## src/rtl/div_if.sv

```systemverilog
`timescale 1ns/1ps
// div_if: handshake/operand bundle between the EX stage and the divider.
//   master : pipeline side, drives the request, reads result/ready/stall
//   slave  : div_ctrl side
interface div_if;
  logic        start_i;
  logic        annul_i;
  logic        signed_div_i;
  logic [31:0] opdata1_i;
  logic [31:0] opdata2_i;
  logic [63:0] result_o;
  logic        ready_o;
  logic        stallreq_o;

  modport master (
    output start_i, annul_i, signed_div_i, opdata1_i, opdata2_i,
    input  result_o, ready_o, stallreq_o
  );

  modport slave (
    input  start_i, annul_i, signed_div_i, opdata1_i, opdata2_i,
    output result_o, ready_o, stallreq_o
  );
endinterface

```

## src/rtl/div_ctrl.sv

```systemverilog
`timescale 1ns/1ps
// div_ctrl: 32-bit multi-cycle restoring divider (DIV / DIVU) for the EX stage.
//   clk  : rising-edge clock
//   rst  : synchronous, active-high reset
//   bus  : div_if.slave
//     start_i/annul_i/signed_div_i/opdata1_i/opdata2_i : request (operands
//       sampled on the accept cycle only)
//     result_o   : {remainder, quotient}, nonzero only while ready_o=1
//     ready_o    : result valid (END state)
//     stallreq_o : combinational stall toward the pipeline controller
module div_ctrl (
  input  logic clk,
  input  logic rst,
  div_if.slave bus
);

  typedef enum logic [1:0] {IDLE, DIVZERO, ON, END} state_t;

  state_t      state_q, state_d;
  logic [4:0]  cnt_q, cnt_d;
  logic [64:0] acc_q, acc_d;     // {partial remainder[64:32], dividend/quotient[31:0]}
  logic [31:0] dvsr_q, dvsr_d;
  logic        qneg_q, qneg_d;   // negate quotient at the end
  logic        rneg_q, rneg_d;   // negate remainder at the end
  logic [63:0] res_q, res_d;

  // Magnitudes of the incoming operands; 0x80000000 negates to itself,
  // which is exactly its unsigned magnitude.
  logic [31:0] mag1, mag2;
  always_comb begin
    mag1 = (bus.signed_div_i && bus.opdata1_i[31]) ? -bus.opdata1_i : bus.opdata1_i;
    mag2 = (bus.signed_div_i && bus.opdata2_i[31]) ? -bus.opdata2_i : bus.opdata2_i;
  end

  // One restoring step: shift left, subtract divisor if it fits.
  // The 34-bit compare keeps the top accumulator bit in play even though a
  // well-formed remainder never sets it.
  logic [33:0] rem_sh;
  logic        qbit;
  logic [32:0] part;
  logic [64:0] step;
  logic [31:0] quo_f, rem_f;
  always_comb begin
    rem_sh = {acc_q[64:32], acc_q[31]};
    qbit   = (rem_sh >= {2'b00, dvsr_q});
    part   = qbit ? (rem_sh[32:0] - {1'b0, dvsr_q}) : rem_sh[32:0];
    step   = {part, acc_q[30:0], qbit};
    quo_f  = qneg_q ? -step[31:0] : step[31:0];
    rem_f  = rneg_q ? -part[31:0] : part[31:0];
  end

  always_ff @(posedge clk) begin
    if (rst) begin
      state_q <= IDLE;
      cnt_q   <= '0;
      acc_q   <= '0;
      dvsr_q  <= '0;
      qneg_q  <= 1'b0;
      rneg_q  <= 1'b0;
      res_q   <= '0;
    end else begin
      state_q <= state_d;
      cnt_q   <= cnt_d;
      acc_q   <= acc_d;
      dvsr_q  <= dvsr_d;
      qneg_q  <= qneg_d;
      rneg_q  <= rneg_d;
      res_q   <= res_d;
    end
  end

  always_comb begin
    state_d = state_q;
    cnt_d   = cnt_q;
    acc_d   = acc_q;
    dvsr_d  = dvsr_q;
    qneg_d  = qneg_q;
    rneg_d  = rneg_q;
    res_d   = res_q;
    unique case (state_q)
      IDLE: begin
        if (bus.start_i && !bus.annul_i) begin
          cnt_d   = '0;
          acc_d   = {33'd0, mag1};
          dvsr_d  = mag2;
          qneg_d  = bus.signed_div_i && (bus.opdata1_i[31] ^ bus.opdata2_i[31]);
          rneg_d  = bus.signed_div_i && bus.opdata1_i[31];
          state_d = (bus.opdata2_i == 32'd0) ? DIVZERO : ON;
        end
      end
      DIVZERO: begin
        res_d   = '0;
        state_d = END;
      end
      ON: begin
        if (bus.annul_i) begin
          state_d = IDLE;
        end else begin
          acc_d = step;
          cnt_d = cnt_q + 5'd1;
          if (cnt_q == 5'd31) begin
            res_d   = {rem_f, quo_f};
            state_d = END;
          end
        end
      end
      END: begin
        if (!bus.start_i) state_d = IDLE;
      end
      default: state_d = IDLE;
    endcase
  end

  // Outputs are forced quiet while rst is high, even before the reset edge.
  always_comb begin
    bus.ready_o    = !rst && (state_q == END);
    bus.result_o   = bus.ready_o ? res_q : 64'd0;
    bus.stallreq_o = !rst && (((state_q == IDLE) && bus.start_i && !bus.annul_i) ||
                              ((state_q == ON) && !bus.annul_i) ||
                              (state_q == DIVZERO));
  end

endmodule

```

## src/flat_wrapper.sv

```systemverilog
// flat-port wrapper written by rule: the top's interface ports become plain ports
module div_ctrl_flat 
  (clk, rst, bus_start_i, bus_annul_i, bus_signed_div_i, bus_opdata1_i, bus_opdata2_i, bus_result_o, bus_ready_o, bus_stallreq_o);
  div_if bus_i ();
  input  logic clk;
  input  logic rst;
  input wire logic [$bits(bus_i.start_i)-1:0] bus_start_i;
  input wire logic [$bits(bus_i.annul_i)-1:0] bus_annul_i;
  input wire logic [$bits(bus_i.signed_div_i)-1:0] bus_signed_div_i;
  input wire logic [$bits(bus_i.opdata1_i)-1:0] bus_opdata1_i;
  input wire logic [$bits(bus_i.opdata2_i)-1:0] bus_opdata2_i;
  output wire logic [$bits(bus_i.result_o)-1:0] bus_result_o;
  output wire logic [$bits(bus_i.ready_o)-1:0] bus_ready_o;
  output wire logic [$bits(bus_i.stallreq_o)-1:0] bus_stallreq_o;
  assign bus_i.start_i = bus_start_i;
  assign bus_i.annul_i = bus_annul_i;
  assign bus_i.signed_div_i = bus_signed_div_i;
  assign bus_i.opdata1_i = bus_opdata1_i;
  assign bus_i.opdata2_i = bus_opdata2_i;
  assign bus_result_o = bus_i.result_o;
  assign bus_ready_o = bus_i.ready_o;
  assign bus_stallreq_o = bus_i.stallreq_o;
  div_ctrl u_core (.clk(clk), .rst(rst), .bus(bus_i));
endmodule
```

## config.mk

```make
export PLATFORM = sky130hd
export DESIGN_NAME = div_ctrl_flat
export DESIGN_NICKNAME = d
export VERILOG_FILES = /design/src/rtl/div_if.sv /design/src/rtl/div_ctrl.sv /design/src/flat_wrapper.sv
export SDC_FILE = /design/constraint.sdc
export NUM_CORES = 1
export LEC_CHECK = 0
export BUFFER_PORTS_ARGS = -buffer_cell sky130_fd_sc_hd__buf_2
export CORE_UTILIZATION = 54
export CTS_CLUSTER_DIAMETER = 40
export DETAILED_ROUTE_END_ITERATION = 12
export HOLD_SLACK_MARGIN = 0.05
export PLACE_DENSITY = 0.78
export SETUP_SLACK_MARGIN = 0.5
export SYNTH_ARGS = -nofsm -noshare
export SYNTH_HDL_FRONTEND = slang
export SYNTH_SLANG_ARGS = --single-unit
```

## constraint.sdc

```tcl
create_clock -name clk -period 5.17 [get_ports clk]
set_clock_uncertainty 0.05 [all_clocks]
set_input_delay 0.517 -clock clk [delete_from_list [all_inputs] [get_ports clk]]
set_output_delay 0.517 -clock clk [all_outputs]
set_load 0.05 [all_outputs]
```

==> metrics.cfg, run 1 <==
[logic_synthesis]
syn_inst = 1556
postSynth.asyncResetShare_pct = 0
syn-num-nets = 1664
avgSynthCellArea_um2 = 7.579
synth_warnings = 0
syn_area_mm2 = 0.01179
yosysSeqAreaShare_pct = 28.86
synth_top_area_cell = dfxtp_1
synth_ff_type = dfxtp_1
synth_edf_count = 0
synth_area_leaders = dfxtp_1, nor2_1, xnor2_1
synth_seq_cells = 170
synth_top_area_share_pct = 28.86
synth_cell_types = 82

[place]
io_buffers = 134
dp.cells = 1878
gp_congestion = 0.9552
post_dp_cell_area_mm2 = 0.01257
post-dp-hpwl_um = 25880

[timing]
fmax_mhz = 221.6
finalSetupTns_ns = 0
worst_pin_slew_ns = 1.074
final-setup-viol-count = 0
timing.final.crit_share_pct = 87.30
relSlewSlack_pct = 28.32
maxSlewViolCount = 0
rsz0062_at_grt = false
period_minus_slack_ns = 4.513
finalHoldViolations = 0

[run]
maxCapViolations = 0

[clock_network]
clkLatencyLatePin_ns = 0.44
root_buffer = clkbuf_16
cts-buffers-inserted = 17
htree_num_levels = 4
clkSinkCount = 170
clock_path_buffers = 2
cts.clk_slew.worst_paths_ns = 0.07
cts_tree = yes

[setup_path]
crit_fanout = 6
path_buf_inv = 0
max_stage_delay_ns = 0.53
crit_required_ns = 5.45
worstSetupEndpointType = register
crit_slowest_cell = or4b_4
critical_path_class = register to register
arrival_ns = 4.79
path_cells = ha_1 -> nand2_1 -> o21ai_0 -> a41oi_2 -> a31oi_2 -> or2_4 -> mux2i_2 -> ha_2 -> o211ai_1 -> nor4_2 -> or4b_4 -> a21boi_4 -> nand4_2 -> o41ai_2 -> xor2_1 -> a22o_1
startpoint_type = register
cp_top_family = compound AO/OA/AOI/OAI gates

[routing]
drt_wl_total_um = 34720
remaining_drc_errors = 0
route.antenna.remaining_nets = 0
drt_first_iter_violations = 1050
vias = 11610
routedWlPerCell_um = 18.17
via_per_inst = 6.073
first_pass_iters = 5

[pwr]
comb_power_share_pct = 25.9
vdd_drop_max_mv = 0.2215
leakagePower_nw = 5.227
total_power_mw = 3.646
p_sw_mw = 1.291
clock_power_share_pct = 36.0
switching_share_pct = 35.42
pwr_density_cell_mw_per_mm2 = 274.9
seqPwrFrac_pct = 38.1
p_int_mw = 2.355

[grt]
grt_pass1_wl_um = 54610
grt_start_max_net_pins = 77
grt-ovfl-total = 0
track_usage_pct = 31.06
antenna_found_initial = 0
grt_pass1_vias = 10350

[cells_and_area]
n_antenna_cell = 0
syn_to_final_growth_pct = 12.47
mostFrequentLayoutCells = nor2_1, dfxtp_1, buf_2
final_nets = 1731
drive_gt1_share_pct = 15.16
post-route-util_pct = 62.50
final_cell_area_mm2 = 0.01326
instances_no_fill = 1911
final_common_cell = nor2_1

[min_path]
hold_path_class = input port to register

[floorplanning]
start_util_pct = 55.57
core_mm2 = 0.02122
rows = 53
die_y_um = 149.8
ioPinCount = 135
die_x_um = 149.8
die-area_mm2 = 0.02243

[run_status]
status = complete, no violations

## power by group through the flow
stage	sequential, mW	combinational, mW	clock [mW]
floorplan	1.40	0.667	0
global placement	1.42	0.889	0
detailed placement	1.42	0.900	0
CTS	1.39	0.906	1.33
global route	1.40	1.03	1.38
finish	1.39	0.944	1.31
## cell type report
cell class | count | area [µm²]
Timing Repair Buffer | 150 | 793.3
Sequential cell | 170 | 3405
Inverter | 56 | 212.7
Tap cell | 275 | 344.1
Clock buffer | 18 | 439.2
Clock inverter | 14 | 170.2
Multi-Input combinational cell | 1228 | 7899
Fill cell | 1939 | 7958
## cell families (layout without fill, tap and decap cells)
family                     Yosys count  count (layout)  share of synthesized area, %
buffers and inverters              158             238                         5.294
muxes                               27              27                         2.324
DFF                                170             170                         28.86
and+or+nand+nor                    585             585                         23.85
AOI/OAI and AO/OA                  431             431                         24.63
adders and majority gates           39              39                         4.202
xor gates and xnor gates           146             146                         10.84
## registers in the layout (all words and copies together) (netlist names)
register	count
u_core.state_q	2
u_core.res_q	64
u_core.qneg_q	1
u_core.rneg_q	1
u_core.cnt_q	5
u_core.acc_q	65
u_core.dvsr_q	32
## layer usage
metal	track usage, %	routed length [µm]	part of all wire (%)	up-vias
met3	5.274	3089	8.9	55
li1	-	-	-	5686
met2	45.63	14790	43	496
met4	9.040	575	1.7	0
met5	0	0	0	-
met1	45.95	16260	47	5368
## timing repair
item                       in CTS  in global routing
resized for setup               3                 19
pin swaps                       0                  3
buffers inserted                0                  1
setup endpoints to repair       4                 16
hold buffers                    0                  0
## cell usage after synthesis, types with 5 or more instances
| master | instances |
|---|---|
| o31ai_1 | 27 |
| a22o_1 | 25 |
| nor3_1 | 26 |
| xor2_1 | 56 |
| nand4_1 | 16 |
| a22oi_1 | 50 |
| ha_1 | 38 |
| and3_1 | 5 |
| nor2b_1 | 5 |
| nor2_1 | 227 |
| inv_1 | 54 |
| mux2i_1 | 24 |
| buf_1 | 9 |
| nand2_1 | 127 |
| o21a_1 | 5 |
| xnor2_1 | 90 |
| a31oi_1 | 38 |
| nand3_1 | 16 |
| and2_1 | 72 |
| a221oi_1 | 6 |
| a211oi_1 | 44 |
| or4_1 | 11 |
| or2_2 | 10 |
| buf_2 | 10 |
| o41ai_1 | 11 |
| o21ai_0 | 55 |
| nor4_1 | 14 |
| a21oi_1 | 114 |
| o21ai_1 | 8 |
| dfxtp_1 | 170 |
| o211ai_1 | 9 |
| or3_1 | 19 |
| nand2b_1 | 10 |
| clkbuf_1 | 79 |
## stage by stage
stage	worst slack, ns	hold WS [ns]
floorplan	0.5498	0.3773
global placement	0.6057	0.3876
detailed placement	0.3769	0.3921
CTS	0.5106	0.2991
global route	0.4715	0.3209
finish	0.6568	0.3115
## worst register-to-register path, cell delays in order, from the launching register on
cell	delay, ns
dfxtp_1	0.45
ha_1	0.36
nand2_1	0.22
o21ai_0	0.14
a41oi_2	0.29
a31oi_2	0.16
or2_4	0.30
mux2i_2	0.25
ha_2	0.25
o211ai_1	0.15
nor4_2	0.24
or4b_4	0.53
a21boi_4	0.26
nand4_2	0.16
o41ai_2	0.28
xor2_1	0.12
a22o_1	0.21
## path summary, 6_finish.rpt
kind / cells past startpoint / slack, ns / startpoint / to
worst max-delay path: 16 / 0.66 / u_core.acc_q[43] / u_core.res_q[62]
worst min-delay path: 3 / 0.31 / bus_opdata2_i[0] / u_core.dvsr_q[0]
worst min register to register: 2 / 0.40 / u_core.res_q[38] / u_core.res_q[38]
worst max register to register: 16 / 0.66 / u_core.acc_q[43] / u_core.res_q[62]
Note: power is estimated with default switching activity, not from simulation.
==> run 2: changes to the inputs <==
Settings changed: REMOVE_ABC_BUFFERS set to 1.
==> metrics.cfg, run 2 (same netlist as run 1, synthesis figures left out) <==
[grt]
track_usage_pct = 29.96  ; -1.1 points
grt_start_max_net_pins = 73  ; -5.2%
antenna_found_initial = 0  ; unchanged
grt_pass1_wl_um = 53090  ; -2.8%
grt_pass1_vias = 10520  ; +1.6%
grt-ovfl-total = 0  ; unchanged

[setup_path]
crit_required_ns = 5.45  ; about the same
arrival_ns = 4.67  ; -0.12 ns
startpoint_type = register
crit_fanout = 8  ; +2
worstSetupEndpointType = register
r2r_slack_ns = 0.78  ; +0.12 ns
critical_path_class = register to register

[floorplanning]
die_x_um = 149.8  ; unchanged
die_y_um = 149.8  ; unchanged
die-area_mm2 = 0.02243  ; unchanged
start_util_pct = 55.57  ; unchanged
core_mm2 = 0.02122  ; unchanged
ioPinCount = 135  ; unchanged
rows = 53  ; unchanged

[timing]
setup_ws_ns = 0.7809  ; +0.1241 ns
period_minus_slack_ns = 4.389  ; -0.1241 ns
worst_hold_slack_ns = 0.3507  ; +0.03916 ns
timing.final.crit_share_pct = 84.90  ; -2.4 points
relSlewSlack_pct = 17.12  ; -11 points
rsz0062_at_grt = false
worst_pin_slew_ns = 1.240  ; +0.1665 ns
fmax_mhz = 227.8  ; +2.8%
final-setup-viol-count = 0  ; unchanged
maxSlewViolCount = 0  ; unchanged
finalHoldViolations = 0  ; unchanged

[routing]
via_per_inst = 6.020  ; -0.86%
first_pass_iters = 5  ; unchanged
drt_wl_total_um = 33380  ; -3.9%
drt_first_iter_violations = 802  ; -24%
remaining_drc_errors = 0  ; unchanged
routedWlPerCell_um = 17.46  ; -3.9%
vias = 11510  ; -0.81%
route.antenna.remaining_nets = 0  ; unchanged

[pwr]
pwr_density_cell_mw_per_mm2 = 277.3  ; +0.88%
leakagePower_nw = 5.235  ; +0.16%
vdd_drop_max_mv = 0.2323  ; +4.9%

[run_status]
status = complete, no violations

[clock_network]
clkLatencyLatePin_ns = 0.43  ; about the same
clock_path_buffers = 2  ; unchanged
cts.clk_slew.worst_paths_ns = 0.07  ; about the same
cts-buffers-inserted = 17  ; unchanged
clkSinkCount = 170  ; unchanged
cts_tree = yes
htree_num_levels = 4  ; unchanged
root_buffer = clkbuf_16

[cells_and_area]
final_cell_area_mm2 = 0.01324  ; -0.15%
syn_to_final_growth_pct = 12.30
largest_reg_flops = 65  ; unchanged
mostFrequentLayoutCells = nor2_1, dfxtp_1, buf_2
top_register = u_core.acc_q
final_nets = 1733  ; +0.12%
final_common_cell = nor2_1
top_regs = u_core.acc_q: 65 flops, u_core.res_q: 64 flops, u_core.dvsr_q: 32 flops
n_antenna_cell = 0  ; unchanged
post-route-util_pct = 62.41  ; -0.094 points
drive_gt1_share_pct = 14.60  ; -0.56 points

[place]
io_buffers = 134  ; unchanged
post-place-ws_ns = 0.3865  ; +0.009527 ns
gp_congestion = 0.9261  ; -3.0%
post_dp_cell_area_mm2 = 0.01256  ; about the same
post-dp-hpwl_um = 24130  ; -6.8%

[min_path]
hold_path_class = input port to register

[run]
maxCapViolations = 0  ; unchanged

run 2: cell types whose count changed in the layout (fill, tap and decap cells not counted), sizes merged:
| cell | delta |
|---|---|
| clkinvlp | +2 |
| bufinv | +3 |
| clkinv | -4 |
| buf | +2 |
| inv | -2 |
run 2: repair_timing:
action	in CTS	in global routing
setup buffers	1	1
endpoints found under the setup margin	1	16
hold buffers	0	0
pin swaps	1	4
resized for setup	1	16
run 2: report_power, final:
| group | total [mW] | internal, mW | switching [mW] |
|---|---|---|---|
| clock | 1.36 | 0.773 | 0.588 |
| combinational | 0.929 | 0.343 | 0.587 |
| sequential | 1.38 | 1.35 | 0.0371 |
run 2: final cells by class:
cell class                      instances  area (µm²)
Multi-Input combinational cell       1228        7865
Fill cell                            1953        7978
Sequential cell                       170        3403
Tap cell                              275       344.1
Clock buffer                           18       429.2
Clock inverter                         13       180.2
Timing Repair Buffer                  152       808.3
Inverter                               56       212.7
run 2: layer usage:
metal  up-vias  share of wire, %  global-route usage [%]  routed length [µm]
li1       5681                 -                       -                   -
met4         0               2.5                   11.57                 829
met5         -                 0                       0                   0
met1      5435                45                   39.21               15190
met3        56               5.2                   4.329                1734
met2       339                47                   49.54               15630
run 2: worst max-delay path: stages (launching register included):
cell and delay (ns):
dfxtp_1 0.35, inv_1 0.06, ha_1 0.15, inv_1 0.06
fa_1 0.42, nand3_2 0.14, a21oi_2 0.07, o21ai_2 0.23
a31oi_1 0.14, or2_4 0.31, mux2i_4 0.20, ha_2 0.23
o211ai_1 0.14, nor4_2 0.20, or4b_4 0.52, a21boi_4 0.22
buf_4 0.18, and4_1 0.20, a31oi_1 0.10, xnor2_1 0.14
a22o_1 0.19
run 2: metrics by stage:
step	TNS, ns	power [mW]	cells
6_report	0	3.672	1912
5_1_grt	0	3.830	1912
4_1_cts	0	3.654	1911
3_5_place_dp	0	2.304	1879
3_3_place_gp	0	2.299	1879
2_1_floorplan	-1.136	2.034	1454
run 2: worst paths after layout:
check                    startpoint                end  cells after the start
setup / recovery   u_core.acc_q[31]   u_core.res_q[60]                     20
hold reg to reg   u_core.dvsr_q[31]  u_core.dvsr_q[31]                      2
hold / removal    bus_opdata2_i[31]  u_core.dvsr_q[31]                      3
setup reg to reg   u_core.acc_q[31]   u_core.res_q[60]                     20
